<file path="config.mk">
export PLATFORM = sky130hd
export DESIGN_NAME = cmp_result_filter
export DESIGN_NICKNAME = d
export VERILOG_FILES = /design/src/rtl/cmp_result_filter.sv
export SDC_FILE = /design/constraint.sdc
export NUM_CORES = 1
export LEC_CHECK = 0
export CAP_MARGIN = 20
export CORE_MARGIN = 10
export CORE_UTILIZATION = 40
export CTS_CLUSTER_DIAMETER = 60
export DETAILED_ROUTE_END_ITERATION = 8
export PLACE_DENSITY = 0.66
export SYNTH_ARGS = -nofsm -noshare
export SYNTH_HDL_FRONTEND = slang
export SYNTH_SLANG_ARGS = --single-unit
</file>
<file path="constraint.sdc">
create_clock -name clk -period 3.3 [get_ports clk]
set_clock_uncertainty 0.2 [all_clocks]
set_input_delay 0.66 -clock clk [delete_from_list [all_inputs] [get_ports clk]]
set_output_delay 0.66 -clock clk [all_outputs]
set_load 0.005 [all_outputs]
</file>
<file path="src/rtl/cmp_result_filter.sv">
// cmp_result_filter: de-glitches comparator gt/eq/lt flags into a committed relation
// with illegal-code detection and saturating per-relation commit counters.
module cmp_result_filter #(
    parameter int STABLE_N = 3,
    parameter int CNT_W    = 8
) (
    input  logic             clk,
    input  logic             rst,
    input  logic             in_valid,
    input  logic             gt,
    input  logic             eq,
    input  logic             lt,
    input  logic             clr,
    output logic             st_gt,
    output logic             st_eq,
    output logic             st_lt,
    output logic             st_valid,
    output logic             change,
    output logic             err,
    output logic [CNT_W-1:0] cnt_gt,
    output logic [CNT_W-1:0] cnt_eq,
    output logic [CNT_W-1:0] cnt_lt
);
    localparam int RW = $clog2(STABLE_N + 1);
    localparam logic [RW-1:0] RUN_MAX = RW'(STABLE_N);
    localparam logic [CNT_W-1:0] CNT_MAX = '1;
    // Candidate shares the state encoding; S_INIT doubles as "no candidate".
    localparam logic [1:0] S_INIT = 2'd0, S_GT = 2'd1, S_EQ = 2'd2, S_LT = 2'd3;

    logic [1:0]       state_q, state_d, cand_q, cand_d, code;
    logic [RW-1:0]    run_q, run_d;
    logic             change_q, change_d, err_q, err_d, legal, commit;
    logic [CNT_W-1:0] cnt_gt_q, cnt_gt_d, cnt_eq_q, cnt_eq_d, cnt_lt_q, cnt_lt_d;

    always_comb begin
        legal    = (gt ^ eq ^ lt) && !(gt && eq && lt);
        code     = gt ? S_GT : eq ? S_EQ : S_LT;
        state_d  = state_q;
        cand_d   = cand_q;
        run_d    = run_q;
        err_d    = 1'b0;
        change_d = 1'b0;
        commit   = 1'b0;
        if (in_valid && !legal) begin
            cand_d = S_INIT;
            run_d  = '0;
            err_d  = 1'b1;
        end else if (in_valid) begin
            cand_d = code;
            run_d  = (code != cand_q) ? RW'(1) : (run_q == RUN_MAX) ? run_q : run_q + 1'b1;
            commit = (run_d == RUN_MAX) && (code != state_q);
        end
        if (commit) begin
            state_d  = code;
            change_d = 1'b1;
        end
        cnt_gt_d = clr ? '0 : (commit && code == S_GT && cnt_gt_q != CNT_MAX) ? cnt_gt_q + 1'b1 : cnt_gt_q;
        cnt_eq_d = clr ? '0 : (commit && code == S_EQ && cnt_eq_q != CNT_MAX) ? cnt_eq_q + 1'b1 : cnt_eq_q;
        cnt_lt_d = clr ? '0 : (commit && code == S_LT && cnt_lt_q != CNT_MAX) ? cnt_lt_q + 1'b1 : cnt_lt_q;
    end

    always_ff @(posedge clk) begin
        if (rst) begin
            state_q  <= S_INIT;
            cand_q   <= S_INIT;
            run_q    <= '0;
            change_q <= 1'b0;
            err_q    <= 1'b0;
            cnt_gt_q <= '0;
            cnt_eq_q <= '0;
            cnt_lt_q <= '0;
        end else begin
            state_q  <= state_d;
            cand_q   <= cand_d;
            run_q    <= run_d;
            change_q <= change_d;
            err_q    <= err_d;
            cnt_gt_q <= cnt_gt_d;
            cnt_eq_q <= cnt_eq_d;
            cnt_lt_q <= cnt_lt_d;
        end
    end

    assign st_gt    = state_q == S_GT;
    assign st_eq    = state_q == S_EQ;
    assign st_lt    = state_q == S_LT;
    assign st_valid = state_q != S_INIT;
    assign change   = change_q;
    assign err      = err_q;
    assign cnt_gt   = cnt_gt_q;
    assign cnt_eq   = cnt_eq_q;
    assign cnt_lt   = cnt_lt_q;
endmodule

</file>
==> flow_summary.toml <==
[die]
die_area_um2 = 7170
start_util_pct = 41.6
ios = 37
die_h_um = 84.7
core_area_um2 = 4030
die_w_um = 84.7
rows = 23

[detailed_routing]
wl_per_cell_um = 14.3
dr_total_vias = 1579
drt-pass1-iter-count = 4
routed_wl_mm = 4.20
drtIter0Drc = 59
ant_nets = 0
detail_route.vias_per_cell = 5.39
remaining_drc_errors = 0

[setup_path]
cpLargestDelayFamily = "simple AND/OR/NAND/NOR gates"
cp_cell_sequence = "clkdlybuf4s50_1, inv_1, ha_1, nor3b_1, o211ai_2, or4_4, or3_1, a21oi_1"
r2r_slack_ns = 1.12
cpPeakStageDelay_ns = 0.55
cp.arrival_ns = 2.94
critPathSlowestCell = "or4_4"
cp_max_fo = 4
critical_path_class = "input port to register"
rr_endpoint = "cnt_gt[6]"
path_depth = 8
reg2reg_depth = 7
critPathLaunchType = "input port"
end_kind = "register"
critPathRequiredTime_ns = 3.32
path_buf_inv = 2
worstReg2RegStart = "cnt_gt[0]"

[timing]
worst_pin_slew_ns = 0.441
setup_viol = 0
hold-worst-slack_ns = 0.303
fin_crit_sh_pct = 88.6
final-hold-violation-count = 0
finalMaxSlewViolations = 0
fmax_mhz = 342
finalSetupTns_ns = 0
setup_ws_ns = 0.377
rsz0062_at_grt = "false"
maxSlewHeadroom_pct = 70.3
fin_crit_ns = 2.92

[yosys]
synth-edff-count = 0
ys_seq_area_share_pct = 38.3
synth.most_common_cell = "dfxtp_1"
synth_fa_ha_area_share_pct = 5.23
yosys.area_share.simple_pct = 28.3
yosys.area.top_type = "dfxtp_1"
synth_async_sr_flop_share_pct = 0
yosysWarnings = 0
netlist.area_leader.share_pct = 38.3
syn-num-nets = 207
synth-seq-cells = 32
synth_compound_gate_area_share_pct = 19.4
synthTopCellsByArea = "dfxtp_1 38%, ha_1 5.2%, nor2_1 4.7%, a21oi_1 3.6%, nand2_1 3.6%"
avgSynthCellArea_um2 = 8.67
synthCells = 193
netlist_top_cells_count = "32 x dfxtp_1, 21 x nor2_1, 16 x nand2_1"
synth_xor_area_share_pct = 4.56
netlist-cell-type-count = 46
synth-main-ff-cell = "dfxtp_1"
synth_top_family_by_area = "simple AND/OR/NAND/NOR gates"
synthMuxAreaShare_pct = 1.20
synth_area_um2 = 1670

[placement]
gp_congestion = 0.786
placed_cell_area_um2 = 2160
placed_cells = 285
dp_slack_ns = 0.0644
detailed_place_hpwl_mm = 3.10
port_buffers = 36

[power]
peakVddDrop_uv = 199
p_total_mw = 0.765
leakage_nw = 0.854
p_per_area_nw_per_um2 = 340

[final_layout]
drive_gt1_share_pct = 13.6
postLayoutCellArea_um2 = 2250
fillers = 383
syn2layout_area_growth_pct = 34.5
utilization_pct = 55.9
regArea_um2 = 641
diodes = 0
multi_input_area_um2 = 982
fin_nets = 256
layout.cells.non_filler = 293

[clock_tree]
clock_latency_ns = 0.29
clk_pin_slew_worst_paths_ns = 0.07
root_buffer = "clkbuf_8"
cts_tree = "done"
clk_path_buf_depth = 2
post_cts_buffers = 0
h-tree-depth = 2
numCtsBuffers = 5
cts.hold.buffers_added = 0
cts.sinks = 32
ctsResizeCount = 0

[grt]
overflow = 0
grt_max_degree = 20
grt.total_usage_pct = 12.0
antenna_found_initial = 0
grt_pass1_vias = 1528
grt_pass1_wl_mm = 7.22

[worst_hold_path]
holdPathEnd = "run_q[0]"
hp-start = "run_q[0]"
min_path_type = "register to register"
hold_path_depth = 2

[run_status]
status = "complete, no violations"

[flow_run]
max-cap-violations = 0
## metal layers
layer  vias to the layer above  wire, um  GRT usage [%]
met5                         -         0              0
met4                         0        88           5.84
met3                         9       246           4.73
met2                        31      1920           18.7
met1                       720      1950           14.0
li1                        819         -              -
## report_power, final
part           leakage (nW)  switching, mW  internal (mW)
Combinational         0.544         0.0318         0.0275
Sequential            0.258        0.00408          0.390
Clock                0.0510          0.146          0.166
Total                 0.854          0.182          0.584
## placed cells by master, fill, tap and decap left out, types with 2 or more instances in the layout
cell type / Yosys / layout
xnor2_1: 3 / 3
nand4_1: 4 / 4
xor2_1: 2 / 2
buf_4: 1 / 13
a21oi_1: 12 / 12
and3_1: 3 / 3
inv_1: 4 / 4
nor3_1: 5 / 5
a211oi_1: 7 / 7
a311oi_1: 2 / 2
o21ai_0: 7 / 7
or3_1: 5 / 5
nand3_1: 9 / 9
or2_2: 2 / 2
clkdlybuf4s50_1: 0 / 36
and2_1: 3 / 3
a31o_2: 4 / 4
nor2b_1: 2 / 2
o31ai_1: 2 / 2
mux2i_1: 2 / 2
a31oi_1: 3 / 3
ha_1: 7 / 7
nand2_1: 16 / 16
xor2_2: 2 / 2
clkbuf_8: 0 / 6
o211ai_2: 2 / 2
or4_1: 2 / 2
dfxtp_1: 32 / 32
and4b_1: 2 / 2
nor3b_1: 3 / 3
nor2_1: 21 / 21
a41oi_1: 2 / 2
clkinv_2: 0 / 2
and4_1: 4 / 4
## cell families (layout without fill, tap and decap cells)
logic type | count (synthesis) | in the layout
xor gates and xnor gates | 7 | 7
DFF | 32 | 32
and+or+nand+nor | 88 | 88
adders and majority gates | 7 | 7
AOI/OAI and AO/OA | 46 | 46
buffers and inverters | 11 | 61
muxes | 2 | 2
## sequential cells by signal (all words and copies together), names as in the netlist
signal,flops
state_q,2
change,1
cnt_eq,8
run_q,2
err,1
cnt_gt,8
cand_q,2
cnt_lt,8
## how the worst max path moves through the flow
stage / end / start / slack [ns]
after floorplan: cnt_eq[5] / gt / 0.56
after detailed placement: cnt_eq[5] / gt / 0.06
after global routing: cnt_eq[5] / gt / 0.26
after CTS: cnt_eq[5] / gt / 0.37
final: cnt_eq[5] / gt / 0.38
after global placement: cnt_eq[5] / gt / 0.13
## layout make-up
type / count / area share [%]
tap: 50 / 2.78
sequential: 32 / 28.5
clock inverter: 2 / 0.445
multi-input combinational: 150 / 43.6
timing repair buffer: 49 / 20.3
clock buffer: 6 / 3.67
inverter: 4 / 0.667
## worst register-to-register path: cells and delay by family, from the launching register on
| family | cells | cell delay, ns |
|---|---|---|
| DFF | 1 | 0.34 |
| and+or+nand+nor | 2 | 0.44 |
| buffers and inverters | 1 | 0.21 |
| AOI/OAI and AO/OA | 3 | 0.59 |
| adders and majority gates | 1 | 0.30 |
(Power assumes the default switching activity.)
